==> src/rtl/spongent_pkg.sv <==
// Shared constants, FSM state type and helpers for the Spongent round sequencer.
package spongent_pkg;

  localparam int LFSR_W = 8;
  localparam logic [LFSR_W-1:0] LFSR_IV_DEFAULT = 8'h9E;
  localparam int ROUNDS_DEFAULT = 140;

  typedef enum logic [1:0] {
    IDLE = 2'd0,
    RUN  = 2'd1,
    DONE = 2'd2
  } state_t;

  // Mirror a round constant so it can be XORed into the state MSBs.
  function automatic logic [LFSR_W-1:0] bit_rev(input logic [LFSR_W-1:0] v);
    logic [LFSR_W-1:0] r;
    r = '0;
    for (int i = 0; i < LFSR_W; i++) begin
      r[i] = v[LFSR_W-1-i];
    end
    return r;
  endfunction

endpackage

==> src/rtl/lCounter.sv <==
// LFSR step engine: shifts the word left by one and feeds back the
// x^8+x^4+x^3+x^2+1 tap combination of the low byte into bit 0.
// Callers using an 8-bit LFSR zero-extend it and take out[7:0].
module lCounter (
  input  logic [15:0] in,
  output logic [15:0] out
);

  logic unused_msb;

  assign out        = {in[14:0], in[7] ^ in[3] ^ in[2] ^ in[1]};
  assign unused_msb = in[15];

endmodule

==> src/rtl/spongent_round_ctrl.sv <==
// Spongent permutation round sequencer: accepts a start request, issues one
// round enable per cycle for ROUNDS cycles with the round-constant LFSR and its
// bit-reversed copy, pulses done, then re-arms.
// Optional build macro: SPONGENT_STALL_EN adds stall_i, which freezes a
// running permutation while high.
module spongent_round_ctrl
  import spongent_pkg::*;
#(
  parameter int                ROUNDS  = ROUNDS_DEFAULT,
  parameter logic [LFSR_W-1:0] LFSR_IV = LFSR_IV_DEFAULT
) (
  input  logic              clk,
  input  logic              rst_n,
`ifdef SPONGENT_STALL_EN
  input  logic              stall_i,
`endif
  input  logic              start_i,
  output logic              ready_o,
  output logic              load_o,
  output logic              round_en_o,
  output logic [LFSR_W-1:0] lfsr_o,
  output logic [LFSR_W-1:0] lfsr_rev_o,
  output logic [7:0]        round_idx_o,
  output logic              last_round_o,
  output logic              done_o
);

  localparam logic [7:0] LAST_IDX = 8'(ROUNDS - 1);

  state_t            state_q, state_d;
  logic [LFSR_W-1:0] lfsr_q, lfsr_nxt;
  logic [7:0]        idx_q;
  logic [15:0]       lc_out;
  logic [7:0]        unused_lc_hi;
  logic              stall;
  logic              is_last;
  logic              advance;

`ifdef SPONGENT_STALL_EN
  assign stall = stall_i;
`else
  assign stall = 1'b0;
`endif

  lCounter u_lcounter (
    .in  ({8'h00, lfsr_q}),
    .out (lc_out)
  );

  assign lfsr_nxt     = lc_out[7:0];
  assign unused_lc_hi = lc_out[15:8];

  assign is_last = (idx_q == LAST_IDX);
  assign advance = (state_q == RUN) && !stall;

  // State register.
  // NOTE: sequential state uses non-blocking assignments so every flop samples
  // pre-edge values regardless of process ordering.
  always_ff @(posedge clk or negedge rst_n) begin
    if (!rst_n) begin
      state_q <= IDLE;
    end else begin
      state_q <= state_d;
    end
  end

  // Next-state logic: IDLE -> RUN on start, RUN -> DONE after the last round,
  // DONE -> IDLE unconditionally.
  // NOTE: state_d gets a default before the case so no path infers a latch.
  always_comb begin
    state_d = state_q;
    case (state_q)
      IDLE:    if (start_i) state_d = RUN;
      RUN:     if (advance && is_last) state_d = DONE;
      DONE:    state_d = IDLE;
      default: state_d = IDLE;
    endcase
  end

  // Control outputs decoded from the current state.
  always_comb begin
    ready_o      = 1'b0;
    load_o       = 1'b0;
    round_en_o   = 1'b0;
    last_round_o = 1'b0;
    done_o       = 1'b0;
    case (state_q)
      IDLE: begin
        ready_o = 1'b1;
        load_o  = start_i;
      end
      RUN: begin
        round_en_o   = !stall;
        last_round_o = is_last && !stall;
      end
      DONE:    done_o = 1'b1;
      default: ;
    endcase
  end

  // Round constant and round index: step once per executed round, rearm in DONE.
  always_ff @(posedge clk or negedge rst_n) begin
    if (!rst_n) begin
      lfsr_q <= LFSR_IV;
      idx_q  <= 8'h00;
    end else if (advance) begin
      lfsr_q <= lfsr_nxt;
      idx_q  <= is_last ? 8'h00 : idx_q + 8'h01;
    end else if (state_q == DONE) begin
      lfsr_q <= LFSR_IV;
      idx_q  <= 8'h00;
    end
  end

  assign lfsr_o      = lfsr_q;
  assign lfsr_rev_o  = bit_rev(lfsr_q);
  assign round_idx_o = idx_q;

endmodule
==> config.mk <==
export PLATFORM = sky130hd
export DESIGN_NAME = spongent_round_ctrl
export DESIGN_NICKNAME = d
export VERILOG_FILES = /design/src/rtl/spongent_pkg.sv /design/src/rtl/lCounter.sv /design/src/rtl/spongent_round_ctrl.sv
export SDC_FILE = /design/constraint.sdc
export NUM_CORES = 1
export LEC_CHECK = 0
export ABC_AREA = 1
export CELL_PAD_IN_SITES_DETAIL_PLACEMENT = 0
export CELL_PAD_IN_SITES_GLOBAL_PLACEMENT = 1
export CORE_AREA = 2 2 62 64
export CTS_CLUSTER_SIZE = 12
export DETAILED_ROUTE_END_ITERATION = 8
export DIE_AREA = 0 0 64 66
export GPL_TIMING_DRIVEN = 0
export PLACE_DENSITY = 0.77
export SLEW_MARGIN = 25
export SYNTH_ARGS = -nofsm -noshare
export SYNTH_HDL_FRONTEND = slang
export SYNTH_HIERARCHICAL = 1
export SYNTH_SLANG_ARGS = --single-unit
==> constraint.sdc <==
create_clock -name clk -period 1.7 [get_ports clk]
set_clock_uncertainty 0.05 [all_clocks]
set_input_delay 0.17 -clock clk [delete_from_list [all_inputs] [get_ports clk]]
set_output_delay 0.17 -clock clk [all_outputs]
set_load 0.02 [all_outputs]
# After elaboration in Yosys (flattened, before gate mapping)
# Index checks and enable logic that the tools add are counted.
# classes
n_reduce_logical,4
mux,13
eq_ne,5
bitwise,3
add_sub_neg,1
# ops
op,n
$mux W8,5
$add A8 B1 Y8 const B,1
$eq A8 B8 Y1 const B,1
$mux W1,5
$mux W2,2
$pmux W2 S2,1
$xor A1 B1 Y1,3
$eq A2 B1 Y1 const B,1
$eq A2 B2 Y1 const B,1
$logic_not A2 Y1,1
$ne A2 B1 Y1 const B,1
$ne A2 B2 Y1 const B,1
$reduce_and A2 Y1,1
$reduce_bool A2 Y1,1
$logic_and A1 B1 Y1,1
# word_totals
in_bits,3
wordCells,29
out_inout_bits,29
regBits,18

# Logic depth before layout (Yosys ltp)
# Gate-level depths: netlist of run 1.
# depth
ltp_word,4
mapped_depth,8
ltp_nobuf,8

# Modules after synthesis
# Netlist of run 1, hierarchy kept.
# by_module_without_submodules
mod,cells_per_inst,seq_area_each_um2,area_each_um2,n_inst
spongent_round_ctrl,123,456.7,1039.7,1
lCounter,30,0.0,176.4,1

# Worst setup path after synthesis of run 1
# OpenSTA, ideal clock, no wires.
# synth_timing
path_type,flip-flop to flip-flop
startpoint,register state_q[1]
endpoint,register state_q[1]
n_path_buf,0
setup_time_ns,0.065
synth_period_minus_slack_ns,1.555
arrival_ns,1.440
slack_ns,0.145
path_stages_with_launch,7
required_ns,1.585
cell_sequence,dfrtp_1 > inv_1 > ha_1 > inv_2 > nor2_2 > nand2_1 > nand2_1
# synth_via
elab_chain_cells,4
word_cells_on_any_way,7
cone_classes,eq/ne (3); mux (1); reduce/logical (3)
# synth_rtl
element,line,source
"start, declared",spongent_round_ctrl.sv:30,"state_t state_q, state_d;"
"start signal, assigned",spongent_round_ctrl.sv:63,state_q <= state_d;
$eq A2 B1 Y1,"spongent_round_ctrl.sv:54, spongent_round_ctrl.sv:72",
$logic_and A1 B1 Y1,spongent_round_ctrl.sv:74,RUN: if (advance && is_last) state_d = DONE;
$ne A2 B1 Y1 (no source line),-,
$reduce_and A2 Y1 (no source line),-,
# Parallel ways exist; a longest one is shown, timed or not.
# A chain may end at the register's enable or synchronous reset.

# Final worst setup path of run 1
# layout_timing
startpoint,register state_q[1]
endpoint,output port last_round_o
# layout_via
elab_chain_cells,2
# layout_rtl
element,line,source
$eq A2 B1 Y1,spongent_round_ctrl.sv:87,case (state_q)
$mux W1,spongent_round_ctrl.sv:87,
"end, declared",spongent_round_ctrl.sv:24,"output logic last_round_o,"
# Every way passes these cells.

==> results.sh, run 1 <==
export IMPL_crit_path_end_kind="output port"
export IMPL_layout_drive_gt1_share_pct=27.9
export IMPL_clock_latency_ps=290
export IMPL_path_cells="inv_1, ha_4, inv_2, nor2_4, buf_4"
export IMPL_clk_pin_slew_ps=100
export IMPL_critPathMaxFanout=7
export IMPL_first_global_vias=899
export IMPL_worst_slack_ps=64.2
export IMPL_port_buffers=31
export IMPL_synthesis_nets=153
export IMPL_worstMarginPinSlew_ps=818
export IMPL_boundaryPins=32
export IMPL_dp_slack_ps=-337
export IMPL_antenna_found_initial=0
export IMPL_wirelength_um=2460
export IMPL_timing_setup_tns_ps=0
export IMPL_core_sq_um=3550
export IMPL_die_area_sq_um=4220
export IMPL_cp_num_buf_inv=3
export IMPL_maxCapViolations=0
export IMPL_drt_pass1_iter_count=3
export IMPL_crit_family="flip-flops"
export IMPL_grt_max_degree=19
export IMPL_dp_hpwl_um=1830
export IMPL_insertedDiodeCount=0
export IMPL_syn_to_final_growth_pct=37.9
export IMPL_avgViaCountPerCell=4.23
export IMPL_via_count=978
export IMPL_critPathKind="flop to output port"
export IMPL_routedWlPerCell_um=10.6
export IMPL_cts_tree="yes"
export IMPL_maxSlewHeadroom_pct=45.3
export IMPL_drtIter0Drc=35
export IMPL_nets=193
export IMPL_rsz0062_at_grt="true"
export IMPL_clock_path_buffers=2
export IMPL_cts_root_buf="clkbuf_4"
export IMPL_required_ps=1480
export IMPL_cp_arrival_ps=1420
export IMPL_place_congestion=0.766
export IMPL_nFillCells=377
export IMPL_netlist_area_sq_um=1150
export IMPL_dp_cells=223
export IMPL_synth_cells=144
export IMPL_powerDensity_nw_per_um2=1670
export IMPL_max_freq_mhz=611
export IMPL_yosysWarnings=6
export IMPL_hold_class="input port to async pin"
export IMPL_cpPeakStageDelay_ps=410
export IMPL_die_h_um=66
export IMPL_final_cell_area_sq_um=1590
export IMPL_place_area_sq_um=1520
export IMPL_drcViolationCount=0
export IMPL_cpMaxStageDelayCell="dfrtp_1"
export IMPL_grt_first_pass_wirelength_um=4060
export IMPL_cp_start_kind="flop"
export IMPL_hold_buffers=0
export IMPL_slew_violations=0
export IMPL_track_usage_pct=12.1
export IMPL_min_period_ps=1640
export IMPL_num_rows=22
export IMPL_clock_sinks=18
export IMPL_cts_buffers=3
export IMPL_ir_worst_vdd_mv=0.737
export IMPL_power_leakage_nw=0.788
export IMPL_finalCritPeriodShare_pct=96.2
export IMPL_synthesis_area_per_instance_sq_um=8.00
export IMPL_antenna_left=0
export IMPL_gr_total_overflow=0
export IMPL_finalNonFillerCells=231
export IMPL_htreeDepth=1
export IMPL_initial_core_util_pct=32.5
export IMPL_dieWidth_um=64
export IMPL_setup_viol=0
export IMPL_hold_viol_final=0
export IMPL_outcome="finished clean"
[power breakdown]
part | total, W | switching [W] | internal (W)
sequential | 0.000784 | 0.000174 | 0.000610
clock | 0.000218 | 0.000127 | 0.0000912
combinational | 0.00165 | 0.000879 | 0.000770
total | 0.00265 | 0.00118 | 0.00147
[worst paths after layout]
kind / slack (ps) / from / to / depth (start not counted)
hold reg to reg: 440 / lfsr_o[4] / lfsr_o[4] / 2
hold / removal: 290 / rst_n / round_idx_o[6] / 1
max in group asynchronous: 740 / rst_n / round_idx_o[1] / 1
setup / recovery: 60 / state_q[1] / last_round_o / 5
min in group clk: 440 / lfsr_o[4] / lfsr_o[4] / 2
setup reg to reg: 130 / state_q[1] / round_idx_o[6] / 7
[cell type report]
class	instances	area (sq um)	share of cell area, %
buffer	17	129	8.11
clock buffer	4	26.3	1.65
inverter	17	63.8	4.02
multi-input combinational	92	532	33.5
sequential	18	458	28.8
tap	48	60.1	3.78
timing repair buffer	35	320	20.2
[registers in the layout (all words and copies together), names as in the netlist]
signal,count
state_q,2
lfsr_o,8
round_idx_o,8
[through the flow]
stage                     utilization (%)  hold WS, ps  power (W)
after CTS                            43.4          320    0.00265
after global routing                 44.7          350    0.00289
final                                44.7          291    0.00265
after floorplan                         -         -176    0.00186
after detailed placement             42.9          437    0.00249
after global placement               42.9          428    0.00246
[layout by cell type, fill, tap and decap left out, types with 4 or more instances in the layout]
cell type	instances
ha_1	4
dfrtp_1	12
dlygate4sd2_1	12
nand2_1	47
clkdlybuf4s50_1	16
dfstp_2	5
inv_1	13
nand3_1	5
o21ai_0	6
nor2_2	5
buf_4	20
[worst reg2reg max path, delay by kind of cell (launching register included)]
family / cells / cell delay (ps)
flip-flops: 1 / 380
adder cells (fa/ha/maj): 1 / 330
AND/OR/NAND/NOR: 3 / 330
buffers and inverters: 2 / 250
AO/OA/AOI/OAI: 1 / 180
[layer usage]
layer	routed length (um)	up-vias	GRT usage [%]
li1	-	505	-
met1	1110	454	15.9
met2	1240	17	20.3
met3	94	2	3.07
met4	14	0	2.45
met5	0	-	0
[timing repair]
item | 4_1_cts | 5_1_grt
setup endpoints to repair | 14 | 10
pin swaps | 0 | 4
setup buffers | 0 | 4
gates resized for setup | 20 | 8
(Power assumes the default switching activity.)
==> inputs of run 2 (changes only) <==
CTS_BUF_LIST = sky130_fd_sc_hd__clkbuf_8   (was default)
==> results.sh, run 2 (synthesis results as in run 1) <==
export IMPL_slew_violations=0
export IMPL_clock_latency_ps=260
export IMPL_dp_cells=223
export IMPL_combinationalPowerShare_pct=60.4
export IMPL_hold_class="input port to async pin"
export IMPL_initial_core_util_pct=32.5
export IMPL_track_usage_pct=12.5
export IMPL_setup_viol=0
export IMPL_worst_slack_ps=47.8
export IMPL_layout_drive_gt1_share_pct=26.4
export IMPL_crit_path_end_kind="output port"
export IMPL_port_buffers=31
export IMPL_nets=192
export IMPL_die_area_sq_um=4220
export IMPL_wirelength_um=2440
export IMPL_power_leakage_nw=0.797
export IMPL_dp_hpwl_um=1830
export IMPL_drcViolationCount=0
export IMPL_core_sq_um=3550
export IMPL_dieWidth_um=64
export IMPL_cpPeakStageDelay_ps=610
export IMPL_cts_root_buf="clkbuf_8"
export IMPL_cp_start_kind="flop"
export IMPL_via_count=969
export IMPL_crit_family="buffers and inverters"
export IMPL_gr_total_overflow=0
export IMPL_final_cell_mix="nand2_1, buf_4, clkdlybuf4s50_1"
export IMPL_power_internal_w=0.00156
export IMPL_p_switching_w=0.00118
export IMPL_p_total_w=0.00274
export IMPL_grt_max_degree=19
export IMPL_worstMarginPinSlew_ps=816
export IMPL_cts_buffers=3
export IMPL_dp_slack_ps=-337
export IMPL_cpMaxStageDelayCell="clkdlybuf4s50_1"
export IMPL_rsz0062_at_grt="true"
export IMPL_clock_path_buffers=2
export IMPL_antenna_found_initial=0
export IMPL_syn_to_final_growth_pct=38.8
export IMPL_min_period_ps=1650
export IMPL_place_congestion=0.766
export IMPL_insertedDiodeCount=0
export IMPL_p_clk_share_pct=11.0
export IMPL_grt_first_pass_wirelength_um=4080
export IMPL_p_sw_share_pct=43.2
export IMPL_mostFrequentLayoutCell="nand2_1"
export IMPL_critPathKind="flop to output port"
export IMPL_clock_sinks=18
export IMPL_required_ps=1480
export IMPL_cp_num_buf_inv=1
export IMPL_hold_buffers=0
export IMPL_maxSlewHeadroom_pct=45.4
export IMPL_max_freq_mhz=605
export IMPL_path_cells="clkdlybuf4s50_1"
export IMPL_maxCapViolations=0
export IMPL_critPathMaxFanout=5
export IMPL_finalCritPeriodShare_pct=97.2
export IMPL_avgViaCountPerCell=4.21
export IMPL_cp_arrival_ps=1430
export IMPL_hold_viol_final=0
export IMPL_antenna_left=0
export IMPL_boundaryPins=32
export IMPL_cts_tree="yes"
export IMPL_ir_worst_vdd_mv=0.752
export IMPL_seqPwrFrac_pct=28.6
export IMPL_clk_pin_slew_ps=70
export IMPL_outcome="finished clean"
export IMPL_finalNonFillerCells=230
export IMPL_die_h_um=66
export IMPL_drtIter0Drc=29
export IMPL_drt_pass1_iter_count=3
export IMPL_first_global_vias=894
export IMPL_routedWlPerCell_um=10.6
export IMPL_htreeDepth=1
export IMPL_powerDensity_nw_per_um2=1720
export IMPL_num_rows=22
==> run 2: cell types whose count changed in the layout (fill, tap and decap cells not counted), sizes merged <==
cell,before,now
dlygate4sd2,12,11
inv,16,17
clkdlybuf4s50,16,18
clkbuf,5,3
buf,22,21
==> run 2: layout make-up <==
class | instances | area, sq um
plain buffers | 17 | 129
clock buffers | 3 | 41.3
clock inverters | 1 | 3.75
fillers | 375 | 1950
inverters | 17 | 63.8
multi-input cells | 92 | 524
flip-flops and latches | 18 | 458
well taps | 48 | 60.1
repair buffers | 34 | 319
==> run 2: power by group through the flow <==
stage,logic [W],registers (W),clock network (W)
5_1_grt,0.00183,0.000814,0.000333
3_3_place_gp,0.00167,0.000793,0
2_1_floorplan,0.000949,0.000911,0
3_5_place_dp,0.00169,0.000801,0
4_1_cts,0.00163,0.000801,0.000319
6_report,0.00166,0.000786,0.000301
==> run 2: through the flow <==
step / util [%] / setup TNS [ps] / instance area (sq um) / hold WS, ps
floorplan: - / 0 / 1150 / -176
global placement: 42.9 / -402 / 1520 / 428
detailed placement: 42.9 / -458 / 1520 / 437
CTS: 44.0 / -18.9 / 1560 / 369
global route: 45.0 / -12.3 / 1600 / 409
finish: 45.0 / 0 / 1600 / 333
==> run 2: timing repair <==
item / in CTS / in global routing
hold endpoints to repair: 0 / 0
setup endpoints to repair: 12 / 10
setup buffers: 0 / 3
pin swaps: 0 / 3
resized for setup: 18 / 4
==> run 2: layer usage <==
layer / up-vias / share of wire, % / global-route usage [%]
met1: 444 / 45 / 15.6
met3: 4 / 4.0 / 3.07
li1: 504 / - / -
met4: 0 / 1.8 / 5.71
met2: 17 / 49 / 20.3
met5: - / 0 / 0
==> run 2: worst paths after layout <==
kind | startpoint | end | slack [ps] | depth (start not counted)
max | lfsr_o[7] | lfsr_o[7] | 50 | 1
min | rst_n | round_idx_o[6] | 330 | 1
max reg2reg | state_q[1] | round_idx_o[6] | 140 | 7
min reg2reg | lfsr_o[4] | lfsr_o[4] | 440 | 2
max in group asynchronous | rst_n | round_idx_o[1] | 700 | 1
min in group clk | lfsr_o[4] | lfsr_o[4] | 440 | 2
==> inputs of run 3 (changes only) <==
CORE_AREA = 2 2 59 61   (was 2 2 62 64)
DIE_AREA = 0 0 61 63   (was 0 0 64 66)
PLACE_DENSITY = 0.85   (was 0.77)
clock period = 2.15 ns   (was 1.7 ns; I/O delays follow)
==> results.sh, run 3 (synthesis results as in run 1) <==
export IMPL_mostFrequentLayoutCell="nand2_1"
export IMPL_antenna_left=0
export IMPL_p_clk_share_pct=12.4
export IMPL_layout_area_seq_sq_um=457
export IMPL_crit_path_start="state_q[0]"
export IMPL_die_area_sq_um=3840
export IMPL_critPathMaxFanout=3
export IMPL_required_ps=1880
export IMPL_insertedDiodeCount=0
export IMPL_nets=189
export IMPL_htreeDepth=1
export IMPL_track_usage_pct=14.0
export IMPL_worst_slack_ps=162
export IMPL_clock_path_buffers=2
export IMPL_core_sq_um=3230
export IMPL_via_count=961
export IMPL_power_internal_w=0.00130
export IMPL_antenna_found_initial=0
export IMPL_nFillCells=322
export IMPL_maxSlewHeadroom_pct=45.4
export IMPL_first_global_vias=959
export IMPL_clock_sinks=18
export IMPL_cts_root_buf="clkbuf_8"
export IMPL_dp_cells=221
export IMPL_routedWlPerCell_um=10.4
export IMPL_multi_input_area_sq_um=519
export IMPL_timing_setup_tns_ps=0
export IMPL_cts_tree="yes"
export IMPL_die_h_um=63
export IMPL_grt_first_pass_wirelength_um=4150
export IMPL_gr_total_overflow=0
export IMPL_whs_ps=377
export IMPL_port_buffers=31
export IMPL_ir_worst_vdd_mv=0.583
export IMPL_critPathKind="flop to output port"
export IMPL_setup_viol=0
export IMPL_finalNonFillerCells=225
export IMPL_p_switching_w=0.000941
export IMPL_maxCapViolations=0
export IMPL_power_leakage_nw=0.759
export IMPL_layout_drive_gt1_share_pct=24.0
export IMPL_grt_max_degree=19
export IMPL_clock_latency_ps=250
export IMPL_cp_start_kind="flop"
export IMPL_clk_pin_slew_ps=70
export IMPL_rsz0062_at_grt="false"
export IMPL_dp_hpwl_um=1800
export IMPL_max_freq_mhz=503
export IMPL_syn_to_final_growth_pct=37.7
export IMPL_initial_core_util_pct=35.7
export IMPL_seqPwrFrac_pct=28.0
export IMPL_outcome="finished clean"
export IMPL_finalCritPeriodShare_pct=92.5
export IMPL_num_rows=21
export IMPL_p_total_w=0.00224
export IMPL_wirelength_um=2350
export IMPL_cp_arrival_ps=1720
export IMPL_place_congestion=0.785
export IMPL_drt_pass1_iter_count=4
export IMPL_powerDensity_nw_per_um2=1410
export IMPL_avgViaCountPerCell=4.27
export IMPL_min_period_ps=1990
export IMPL_hold_viol_final=0
export IMPL_cts_buffers=3
export IMPL_dieWidth_um=61
export IMPL_drcViolationCount=0
export IMPL_crit_path_end_kind="output port"
export IMPL_slew_violations=0
export IMPL_hold_class="input port to async pin"
export IMPL_r2r_slack_ps=530
export IMPL_dp_slack_ps=77.4
export IMPL_final_cell_mix="nand2_1, clkdlybuf4s50_1, buf_4"
export IMPL_worstMarginPinSlew_ps=816
export IMPL_drtIter0Drc=16
export IMPL_p_sw_share_pct=42.0
export IMPL_boundaryPins=32
export IMPL_combinationalPowerShare_pct=59.6
export IMPL_worstReg2RegStart="state_q[0]"
## run 3: final timing paths
| check | endpoint | cells past startpoint |
|---|---|---|
| max in group asynchronous | round_idx_o[5] | 1 |
| worst min register to register | lfsr_o[7] | 2 |
| worst max-delay path | load_o | 5 |
| worst min-delay path | lfsr_o[5] | 1 |
| min in group clk | lfsr_o[7] | 2 |
| worst max register to register | round_idx_o[6] | 6 |
## run 3: worst max-delay path, stage by stage (launching register included)
cell and delay (ps):
dfrtp_1 430, inv_1 130, ha_1 210, nand2_1 60, inv_1 50, clkdlybuf4s50_1 590
## run 3: layer usage
metal | wire [um] | part of all wire (%) | up-vias | track usage (%)
li1 | - | - | 496 | -
met1 | 1050 | 44 | 440 | 17.5
met2 | 1150 | 49 | 20 | 22.7
met3 | 116 | 4.9 | 5 | 3.93
met4 | 41 | 1.7 | 0 | 4.89
met5 | 0 | 0 | - | 0
## run 3: power by group through the flow
stage / Sequential, W / Combinational (W) / Clock (W)
4_1_cts: 0.000631 / 0.00135 / 0.000286
3_5_place_dp: 0.000631 / 0.00133 / 0
5_1_grt: 0.000654 / 0.00147 / 0.000299
2_1_floorplan: 0.000720 / 0.000750 / 0
3_3_place_gp: 0.000625 / 0.00132 / 0
6_report: 0.000627 / 0.00134 / 0.000279
## run 3: layout make-up
class / instances / area share [%]
Sequential cell: 18 / 28.8
Timing Repair Buffer: 31 / 19.5
Inverter: 17 / 4.02
Multi-Input combinational cell: 92 / 32.7
Tap cell: 46 / 3.63
Buffer: 17 / 7.89
Clock buffer: 4 / 3.47
## run 3: timing repair
action | CTS | global route
endpoints found under the setup margin | 1 | 0
resized for setup | 3 | 0
setup buffers | 0 | 0
hold buffers | 0 | 0
hold endpoints to repair | 0 | 0
## run 3: metrics by stage
stage | utilization, % | cell area [sq um]
after global routing | 49.1 | 1590
final | 49.1 | 1590
after detailed placement | 47.0 | 1520
after CTS | 49.1 | 1590
after global placement | 47.0 | 1520
after floorplan | - | 1150
